### config.mk
export PLATFORM = sky130hd
export DESIGN_NAME = ddr3_app_arbiter_flat
export DESIGN_NICKNAME = d
export VERILOG_FILES = /design/src/rtl/ddr3_app_arbiter_pkg.sv /design/src/rtl/ddr3_app_arbiter_if.sv /design/src/rtl/ddr3_app_arbiter.sv /design/src/flat_wrapper.sv
export SDC_FILE = /design/constraint.sdc
export NUM_CORES = 1
export LEC_CHECK = 0
export ABC_AREA = 1
export CAP_MARGIN = 10
export CORE_UTILIZATION = 52
export DETAILED_ROUTE_END_ITERATION = 7
export GPL_ROUTABILITY_DRIVEN = 0
export PLACE_DENSITY = 0.87
export SKIP_LAST_GASP = 1
export SYNTH_ARGS = -nofsm -noshare
export SYNTH_HDL_FRONTEND = slang
export SYNTH_SLANG_ARGS = --single-unit
### constraint.sdc
create_clock -name ui_clk -period 5.45 [get_ports ui_clk]
set_clock_uncertainty 0.15 [all_clocks]
set_input_delay 0.8175 -clock ui_clk [delete_from_list [all_inputs] [get_ports ui_clk]]
set_output_delay 0.8175 -clock ui_clk [all_outputs]
set_load 0.01 [all_outputs]
### src/rtl/ddr3_app_arbiter_pkg.sv
// ddr3_app_arbiter_pkg: shared state encodings, MIG command codes and default widths
package ddr3_app_arbiter_pkg;
  typedef enum logic [1:0] {IDLE, WRITE, READ, DRAIN} state_t;
  localparam logic [2:0] CMD_WR = 3'b000;
  localparam logic [2:0] CMD_RD = 3'b001;
  localparam int ADDR_W_DEF = 29;
  localparam int LEN_W_DEF = 8;
  localparam int ADDR_STEP_DEF = 8;
endpackage

### src/rtl/ddr3_app_arbiter_if.sv
// ddr3_app_arbiter_if: user burst requests on one side, MIG app command/handshake on the other
interface ddr3_app_arbiter_if
  import ddr3_app_arbiter_pkg::*;
#(
  parameter int ADDR_W = ADDR_W_DEF,
  parameter int LEN_W = LEN_W_DEF
) ();
  logic init_calib_complete;
  logic wr_req;
  logic [ADDR_W-1:0] wr_addr;
  logic [LEN_W-1:0] wr_len;
  logic wr_data_rd;
  logic wr_done;
  logic rd_req;
  logic [ADDR_W-1:0] rd_addr;
  logic [LEN_W-1:0] rd_len;
  logic rd_data_valid;
  logic rd_done;
  logic [ADDR_W-1:0] app_addr;
  logic [2:0] app_cmd;
  logic app_en;
  logic app_wdf_wren;
  logic app_wdf_end;
  logic app_rdy;
  logic app_wdf_rdy;
  logic app_rd_data_valid;
  modport master (
    input init_calib_complete, wr_req, wr_addr, wr_len, rd_req, rd_addr, rd_len,
          app_rdy, app_wdf_rdy, app_rd_data_valid,
    output wr_data_rd, wr_done, rd_data_valid, rd_done,
           app_addr, app_cmd, app_en, app_wdf_wren, app_wdf_end
  );
  modport slave (
    output init_calib_complete, wr_req, wr_addr, wr_len, rd_req, rd_addr, rd_len,
           app_rdy, app_wdf_rdy, app_rd_data_valid,
    input wr_data_rd, wr_done, rd_data_valid, rd_done,
          app_addr, app_cmd, app_en, app_wdf_wren, app_wdf_end
  );
endinterface

### src/rtl/ddr3_app_arbiter.sv
// ddr3_app_arbiter: round-robin write/read burst arbiter driving the MIG app command port
module ddr3_app_arbiter
  import ddr3_app_arbiter_pkg::*;
#(
  parameter int ADDR_W = ADDR_W_DEF,
  parameter int LEN_W = LEN_W_DEF,
  parameter int ADDR_STEP = ADDR_STEP_DEF
) (
  input logic ui_clk,
  input logic ui_rst_n,
  ddr3_app_arbiter_if.master bus
);
  logic [1:0] rst_sync;
  logic rst_n_s;
  state_t state, state_nx;
  logic [ADDR_W-1:0] addr_q;
  logic [LEN_W-1:0] beats;
  logic [LEN_W:0] outst;
  logic last_rd, have, grant_wr, grant_rd, wr_go, cmd_rd, ret, wr_done, rd_done;
  // reset asserts asynchronously, releases two clocks later in ui_clk domain
  always_ff @(posedge ui_clk or negedge ui_rst_n)
    if (!ui_rst_n) rst_sync <= '0;
    else rst_sync <= {rst_sync[0], 1'b1};
  assign rst_n_s = rst_sync[1];
  // grant decision, beat acceptance and next state
  always_comb begin
    have = beats != '0;
    grant_wr = state == IDLE && bus.init_calib_complete && bus.wr_req && (!bus.rd_req || last_rd);
    grant_rd = state == IDLE && bus.init_calib_complete && bus.rd_req && !grant_wr;
    wr_go = state == WRITE && bus.app_rdy && bus.app_wdf_rdy && have;
    cmd_rd = state == READ && bus.app_rdy && have;
    ret = bus.app_rd_data_valid && outst != '0;
    wr_done = state == WRITE && !have;
    rd_done = outst == '0 && ((state == READ && !have) || state == DRAIN);
    state_nx = grant_wr ? WRITE :
               grant_rd ? READ :
               (wr_done || rd_done) ? IDLE :
               (state == READ && !have) ? DRAIN : state;
  end
  assign bus.app_en = wr_go || cmd_rd;
  assign bus.app_wdf_wren = wr_go;
  assign bus.app_wdf_end = wr_go;
  assign bus.wr_data_rd = wr_go;
  assign bus.wr_done = wr_done;
  assign bus.rd_done = rd_done;
  assign bus.app_cmd = state == WRITE ? CMD_WR : CMD_RD;
  assign bus.app_addr = state == IDLE ? '0 : addr_q;
  assign bus.rd_data_valid = bus.app_rd_data_valid && rst_n_s;
  // state, burst address/length latch and outstanding-read count
  always_ff @(posedge ui_clk or negedge rst_n_s)
    if (!rst_n_s) begin
      state <= IDLE;
      addr_q <= '0;
      beats <= '0;
      outst <= '0;
      last_rd <= 1'b1;
    end else begin
      state <= state_nx;
      if (grant_wr || grant_rd) begin
        addr_q <= grant_wr ? bus.wr_addr : bus.rd_addr;
        beats <= grant_wr ? bus.wr_len : bus.rd_len;
        last_rd <= grant_rd;
      end else if (bus.app_en) begin
        addr_q <= addr_q + ADDR_W'(ADDR_STEP);
        beats <= beats - LEN_W'(1);
      end
      outst <= outst + {{LEN_W{1'b0}}, cmd_rd} - {{LEN_W{1'b0}}, ret};
    end
endmodule

### src/flat_wrapper.sv
// flat-port wrapper written by rule: the top's interface ports become plain ports
module ddr3_app_arbiter_flat import ddr3_app_arbiter_pkg::*;
#(
  parameter int ADDR_W = ADDR_W_DEF,
  parameter int LEN_W = LEN_W_DEF,
  parameter int ADDR_STEP = ADDR_STEP_DEF
)
  (ui_clk, ui_rst_n, bus_init_calib_complete, bus_wr_req, bus_wr_addr, bus_wr_len, bus_rd_req, bus_rd_addr, bus_rd_len, bus_app_rdy, bus_app_wdf_rdy, bus_app_rd_data_valid, bus_wr_data_rd, bus_wr_done, bus_rd_data_valid, bus_rd_done, bus_app_addr, bus_app_cmd, bus_app_en, bus_app_wdf_wren, bus_app_wdf_end);
  ddr3_app_arbiter_if #(.ADDR_W(ADDR_W), .LEN_W(LEN_W)) bus_i ();
  input logic ui_clk;
  input logic ui_rst_n;
  input wire logic [$bits(bus_i.init_calib_complete)-1:0] bus_init_calib_complete;
  input wire logic [$bits(bus_i.wr_req)-1:0] bus_wr_req;
  input wire logic [$bits(bus_i.wr_addr)-1:0] bus_wr_addr;
  input wire logic [$bits(bus_i.wr_len)-1:0] bus_wr_len;
  input wire logic [$bits(bus_i.rd_req)-1:0] bus_rd_req;
  input wire logic [$bits(bus_i.rd_addr)-1:0] bus_rd_addr;
  input wire logic [$bits(bus_i.rd_len)-1:0] bus_rd_len;
  input wire logic [$bits(bus_i.app_rdy)-1:0] bus_app_rdy;
  input wire logic [$bits(bus_i.app_wdf_rdy)-1:0] bus_app_wdf_rdy;
  input wire logic [$bits(bus_i.app_rd_data_valid)-1:0] bus_app_rd_data_valid;
  output wire logic [$bits(bus_i.wr_data_rd)-1:0] bus_wr_data_rd;
  output wire logic [$bits(bus_i.wr_done)-1:0] bus_wr_done;
  output wire logic [$bits(bus_i.rd_data_valid)-1:0] bus_rd_data_valid;
  output wire logic [$bits(bus_i.rd_done)-1:0] bus_rd_done;
  output wire logic [$bits(bus_i.app_addr)-1:0] bus_app_addr;
  output wire logic [$bits(bus_i.app_cmd)-1:0] bus_app_cmd;
  output wire logic [$bits(bus_i.app_en)-1:0] bus_app_en;
  output wire logic [$bits(bus_i.app_wdf_wren)-1:0] bus_app_wdf_wren;
  output wire logic [$bits(bus_i.app_wdf_end)-1:0] bus_app_wdf_end;
  assign bus_i.init_calib_complete = bus_init_calib_complete;
  assign bus_i.wr_req = bus_wr_req;
  assign bus_i.wr_addr = bus_wr_addr;
  assign bus_i.wr_len = bus_wr_len;
  assign bus_i.rd_req = bus_rd_req;
  assign bus_i.rd_addr = bus_rd_addr;
  assign bus_i.rd_len = bus_rd_len;
  assign bus_i.app_rdy = bus_app_rdy;
  assign bus_i.app_wdf_rdy = bus_app_wdf_rdy;
  assign bus_i.app_rd_data_valid = bus_app_rd_data_valid;
  assign bus_wr_data_rd = bus_i.wr_data_rd;
  assign bus_wr_done = bus_i.wr_done;
  assign bus_rd_data_valid = bus_i.rd_data_valid;
  assign bus_rd_done = bus_i.rd_done;
  assign bus_app_addr = bus_i.app_addr;
  assign bus_app_cmd = bus_i.app_cmd;
  assign bus_app_en = bus_i.app_en;
  assign bus_app_wdf_wren = bus_i.app_wdf_wren;
  assign bus_app_wdf_end = bus_i.app_wdf_end;
  ddr3_app_arbiter #(.ADDR_W(ADDR_W), .LEN_W(LEN_W), .ADDR_STEP(ADDR_STEP)) u_core (.ui_clk(ui_clk), .ui_rst_n(ui_rst_n), .bus(bus_i));
endmodule
==> results of run 1 <==
## metal layers
layer  up-vias  global-route usage  wire (um)
li1       2307                   -          -
met1      2094               0.370       5090
met2       195               0.524       5910
met3        24              0.0486        880
met4         0               0.122        310
met5         -                   0          0
## per-stage QoR
stage,power (mW),cells
floorplan,1.71,676
finish,2.55,882
global route,2.76,882
global placement,2.16,874
CTS,2.53,882
detailed placement,2.23,874
## path summary, 6_finish.rpt
check / cells after the start / slack (ps) / endpoint
setup reg to reg: 9 / 2140 / u_core.addr_q[14]$_DFFE_PN0P_
hold reg to reg: 0 / 220 / u_core.rst_sync[1]$_DFF_PN0_
min in group asynchronous: 1 / 310 / u_core.addr_q[1]$_DFFE_PN0P_
max in group asynchronous: 1 / 4390 / u_core.outst[5]$_DFF_PN0_
hold / removal: 0 / 220 / u_core.rst_sync[1]$_DFF_PN0_
setup / recovery: 6 / 1950 / bus_app_en
## cell type report
cell class | instances | area [um2] | area share
clock inverter | 2 | 35.0 | 0.00640
clock buffer | 6 | 82.6 | 0.0151
inverter | 114 | 428 | 0.0782
tap | 102 | 128 | 0.0233
timing repair buffer | 121 | 1200 | 0.220
sequential | 51 | 1280 | 0.234
multi-input combinational | 486 | 2320 | 0.424
## kinds of logic after synthesis
| family | share of synthesized area |
|---|---|
| and+or+nand+nor | 0.399 |
| adders and majority gates | 0.0499 |
| DFF | 0.307 |
| other | 0.00181 |
| xor gates and xnor gates | 0.0211 |
| buffers and inverters | 0.137 |
| AOI/OAI and AO/OA | 0.0836 |
## power by group through the flow
stage	clock network (mW)	registers, mW	logic, mW
after global placement	0	0.692	1.46
after CTS	0.284	0.695	1.55
after floorplan	0	0.667	1.05
after detailed placement	0	0.703	1.53
after global routing	0.299	0.721	1.74
final	0.284	0.702	1.56
## cell usage in the layout, fill, tap and decap left out, types with 2 or more instances in the layout
cell and n:
a21oi_1 19, buf_4 3, clkbuf_8 6, clkdlybuf4s50_1 118, conb_1 3, dfrtp_1 49, ha_1 15, inv_1 111
inv_2 3, nand2_1 188, nand3_1 94, nand3b_1 2, nand4_1 6, nor2_1 95, nor2_2 3, nor3_1 4
o211ai_1 12, o21ai_0 25, xnor2_1 2, xor2_1 8
## state kept, by name (all words and copies together), names as in the netlist
signal / count
u_core.addr_q: 29
u_core.beats: 8
u_core.last_rd: 1
u_core.outst: 9
u_core.rst_sync: 2
u_core.state: 2
==> flow_metrics.py, run 1 <==
metrics = {
    "sta": {
        "timing.final.crit_share": 0.643,
        "layout_setup_ws_ps": 1950,
        "timing_max_transition_violations_final": 0,
        "finalSetupTns_ps": 0,
        "grt_setup_unrepaired": "no",
        "post-route-min-period_ps": 3500,
        "timing_worst_slew_pin_value_ps": 934,
        "fin_hold_ws_ps": 219,
        "slew-limit-headroom": 0.376,
        "final-hold-violation-count": 0,
        "setup_violations": 0,
        "fmax_ghz": 0.285,
    },
    "grt": {
        "grt_use_total": 0.302,
        "via_count_of_the_first_global_routing_pass": 4519,
        "grt_first_pass_wirelength_um": 20400,
        "grt_start_max_net_pins": 50,
        "grt-ovfl-total": 0,
        "initial_antenna_violation_count": 0,
    },
    "detailed_routing": {
        "iteration_0_drc_count_of_the_detailed_router": 416,
        "avgViaCountPerCell": 5.24,
        "totalWireLength_um": 12200,
        "drtAntennaViolNets": 0,
        "first_pass_iters": 5,
        "avgRoutedWirePerCell_um": 13.8,
        "detail_route.drc_violations": 0,
        "routed-via-count": 4620,
    },
    "critical_path": {
        "crit_path_start_kind": "input port",
        "critical_path.cell_chain": "clkdlybuf4s50_1, nand3_1, nor2_1, o21ai_4, inv_2, clkdlybuf4s50_1",
        "crit_path_start": "bus_app_rdy",
        "timing.critical_path.to_type": "output pin",
        "critical_path_required_ps": 4480,
        "regToRegStartpoint": "u_core.state[1]$_DFFE_PN0P_",
        "worst_ep_arrival_time_ps": 2540,
        "critPathKind": "input port to output pin",
        "worst-path-buf-inv": 3,
        "critPathSlowestCell": "clkdlybuf4s50_1",
        "timing.critical_path.fanout_max": 9,
        "cp_top_family": "buffers and inverters",
        "path_common_cell": "clkdlybuf4s50_1",
        "critical_path.max_stage_delay_ps": 570,
    },
    "clock_tree": {
        "cts-hold-fix-buffers": 0,
        "h-tree-depth": 2,
        "clock_path_buffers": 2,
        "cts.root.buffer_cell": "clkbuf_8",
        "clkTransAtPathRegs_ps": 100,
        "post_cts_repair_setup_buffers": 0,
        "clock_tree_from_tritoncts": "yes",
        "cts_resized": 0,
        "cts_buffers": 5,
        "clk-insertion-delay-late_ps": 320,
        "cts_sinks": 51,
    },
    "floorplanning": {
        "fp-row-count": 32,
        "die_footprint_um2": 8360,
        "core_um2": 7730,
        "floorplan.die.width_um": 91.4,
        "start_util": 0.538,
        "die_y_um": 91.4,
        "floorplan.io_pins": 121,
    },
    "pwr": {
        "swShare": 0.469,
        "internal_power_summed_over_all_cells_mw": 1.35,
        "power.static_leakage_nw": 2.72,
        "power.ir.vdd_worst_uv": 380,
        "switchingPower_mw": 1.19,
        "share_clk_of_total_power": 0.112,
        "combinational_fraction_of_design_power": 0.613,
        "seq_power_share": 0.276,
        "power_per_cell_area_nw_per_um2": 465,
    },
    "synth": {
        "synth_top_flop_cell": "dfrtp_1",
        "synthesis.yosys.warnings": 0,
        "post_synth_inst_count": 675,
        "synth.top_cells.by_count": "188 x nand2_1, 111 x inv_1, 95 x nor2_1, 94 x nand3_1, 50 x dfrtp_1",
        "synth_cell_type_count": 32,
        "largest_area_contributor_in_the_synthesized_netlist": "dfrtp_1",
        "ys_seq_area_frac": 0.307,
        "number_of_synthesized_flops_with_an_enable_pin": 0,
        "mappedNetlistArea_um2": 4160,
        "postSynthRegisterBits": 51,
        "yosys.area.top_type_share": 0.301,
        "asyncSetResetFlopFracSynth": 1.00,
        "post_syn_area_per_cell_um2": 6.16,
        "synth.most_common_cell": "nand2_1",
        "synthTopCellsByArea": "dfrtp_1 30%, nand2_1 17%, nand3_1 11%",
    },
    "status": {
        "run_status": "complete, no violations",
    },
    "placed_design": {
        "place.detailed.hpwl_um": 8820,
        "io_buffer_count": 118,
        "placement.cell_area_um2": 5360,
        "placement.setup.worst_slack_ps": 1790,
    },
    "layout": {
        "areaGrowthSynthToFinish_pct": 31.6,
        "drive_above_1_share": 0.0295,
        "design.final.nets": 877,
        "design_area_um2": 5480,
        "final_core_util": 0.709,
        "antennaDiodeCount": 0,
        "fill_cells": 657,
    },
    "worst_hold_path": {
        "min_path_type": "register to register",
        "worstHoldStart": "u_core.rst_sync[0]$_DFF_PN0_",
    },
    "job": {
        "cap_violations": 0,
    },
}
(Power assumes the default switching activity.)
==> run 2, diff against run 1 <==
CORE_UTILIZATION = 44   (was 52)
PLACE_DENSITY = 0.78   (was 0.87)
clock period = 3.2 ns   (was 5.45 ns; I/O delays follow)
==> flow_metrics.py, run 2 (synthesis gave the netlist of run 1 again) <==
metrics = {
    "status": {
        "run_status": "complete, no violations",
    },
    "floorplanning": {
        "core_um2": 9200,
        "floorplan.die.width_um": 99.2,
        "floorplan.io_pins": 121,
        "die_y_um": 99.2,
        "fp-row-count": 35,
        "start_util": 0.452,
        "die_footprint_um2": 9850,
    },
    "sta": {
        "grt_setup_unrepaired": "no",
        "final-hold-violation-count": 0,
        "setup_violations": 0,
        "fmax_ghz": 0.340,
        "post-route-min-period_ps": 2940,
        "timing_worst_slew_pin_value_ps": 665,
        "timing_max_transition_violations_final": 0,
        "finalSetupTns_ps": 0,
        "slew-limit-headroom": 0.556,
        "timing.final.crit_share": 0.920,
    },
    "pwr": {
        "power.ir.vdd_worst_uv": 637,
        "power_per_cell_area_nw_per_um2": 780,
        "power.static_leakage_nw": 2.74,
    },
    "layout": {
        "layout_common_cells": "188 x nand2_1, 118 x clkdlybuf4s50_1, 111 x inv_1",
        "largest_register_ffs": 29,
        "top_register": "u_core.addr_q",
        "final_core_util": 0.601,
        "fin_cells": 896,
        "design.final.nets": 882,
        "areaGrowthSynthToFinish_pct": 32.8,
        "top_regs": "u_core.addr_q (29), u_core.outst (9), u_core.beats (8)",
        "drive_above_1_share": 0.0331,
        "layout.cells.most_common": "nand2_1",
        "fill_cells": 903,
        "antennaDiodeCount": 0,
    },
    "detailed_routing": {
        "detail_route.drc_violations": 0,
        "totalWireLength_um": 12200,
        "drtAntennaViolNets": 0,
        "iteration_0_drc_count_of_the_detailed_router": 293,
        "routed-via-count": 4637,
        "avgRoutedWirePerCell_um": 13.7,
        "first_pass_iters": 5,
        "avgViaCountPerCell": 5.18,
    },
    "critical_path": {
        "critPathKind": "register to register",
        "critical_path_required_ps": 3290,
        "crit_cells": 15,
        "critical_path.max_stage_delay_ps": 400,
        "worst_ep_arrival_time_ps": 3030,
        "r2r_cells": 15,
        "crit_path_start": "u_core.outst[3]$_DFF_PN0_",
        "critical_path.cell_chain": "inv_1, ha_1, nand2_1, nand3b_1, nand2_1, inv_1, ha_1, inv_1, ha_1, inv_1, fa_1, o21ai_0, nand3_1, nand2_1, xor2_1",
        "regToRegStartpoint": "u_core.outst[3]$_DFF_PN0_",
        "endpoint": "u_core.outst[6]$_DFF_PN0_",
        "crit_path_start_kind": "register",
        "timing.critical_path.to_type": "register",
        "path_common_cell": "inv_1",
        "r2r_setup_slk_ps": 260,
        "cp_top_family": "adder cells",
        "critPathSlowestCell": "dfrtp_1",
        "crit-reg2reg-capture": "u_core.outst[6]$_DFF_PN0_",
        "worst-path-buf-inv": 4,
        "timing.critical_path.fanout_max": 3,
    },
    "worst_hold_path": {
        "min_path_type": "input port to async pin",
    },
    "clock_tree": {
        "clock_tree_from_tritoncts": "yes",
        "cts.root.buffer_cell": "clkbuf_8",
        "cts_sinks": 51,
        "post_cts_repair_setup_buffers": 0,
        "clock_path_buffers": 2,
        "cts_buffers": 5,
        "cts_resized": 0,
        "clkTransAtPathRegs_ps": 90,
        "clk-insertion-delay-late_ps": 320,
        "cts-hold-fix-buffers": 0,
        "h-tree-depth": 2,
    },
    "placed_design": {
        "placed_cells": 888,
        "io_buffer_count": 118,
        "place.detailed.hpwl_um": 9140,
    },
    "grt": {
        "grt_use_total": 0.257,
        "via_count_of_the_first_global_routing_pass": 4527,
        "grt_first_pass_wirelength_um": 20400,
        "grt_start_max_net_pins": 50,
        "initial_antenna_violation_count": 0,
        "grt-ovfl-total": 0,
    },
    "job": {
        "cap_violations": 0,
    },
}
-- run 2: cell count changes in the layout (fill, tap and decap cells not counted), sizes merged --
cell | before | now
buf | 3 | 8
clkbuf | 6 | 7
clkinv | 1 | 0
-- run 2: cell type report --
cell class / count / area (um2) / area share
Multi-Input combinational cell: 486 / 2320 / 0.420
Sequential cell: 51 / 1280 / 0.231
Timing Repair Buffer: 126 / 1250 / 0.227
Inverter: 114 / 428 / 0.0774
Tap cell: 111 / 139 / 0.0251
Clock buffer: 7 / 76.3 / 0.0138
Clock inverter: 1 / 30.0 / 0.00543
-- run 2: worst min path at each step --
| stage | endpoint | slack [ps] | depth (start not counted) |
|---|---|---|---|
| floorplan | u_core.rst_sync[0]$_DFF_PN0_ | 30 | 0 |
| global placement | u_core.rst_sync[1]$_DFF_PN0_ | 180 | 0 |
| global route | u_core.rst_sync[0]$_DFF_PN0_ | 170 | 1 |
| CTS | u_core.rst_sync[0]$_DFF_PN0_ | 170 | 1 |
| finish | u_core.rst_sync[0]$_DFF_PN0_ | 180 | 1 |
| detailed placement | u_core.rst_sync[1]$_DFF_PN0_ | 200 | 0 |
-- run 2: where the power goes --
group | internal (mW) | total [mW] | switching [mW]
clock | 0.235 | 0.462 | 0.227
combinational | 1.13 | 2.67 | 1.53
sequential | 0.942 | 1.18 | 0.243
-- run 2: stage by stage --
step	area, um2	power [mW]	worst slack, ps	hold WS (ps)
finish	5530	4.31	255	179
global route	5530	4.72	69.1	167
global placement	5420	3.73	240	185
detailed placement	5420	3.85	105	196
CTS	5530	4.32	246	172
floorplan	4160	2.92	629	34.4
-- run 2: per-layer routing --
layer  part of all wire  track usage  up-vias
li1                   -            -     2306
met1               0.41        0.308     2143
met2               0.50        0.467      171
met3              0.071       0.0464       17
met4              0.017       0.0781        0
met5                  0            0        -
-- run 2: worst reg2reg max path, cell delays in order (launching register included) --
cell      delay, ps
dfrtp_1         400
inv_1            80
ha_1            170
nand2_1          50
nand3b_1        170
nand2_1          70
inv_1            40
ha_1            260
inv_1            60
ha_1            170
inv_1            60
fa_1            400
o21ai_0         400
nand3_1         130
nand2_1         100
xor2_1          150
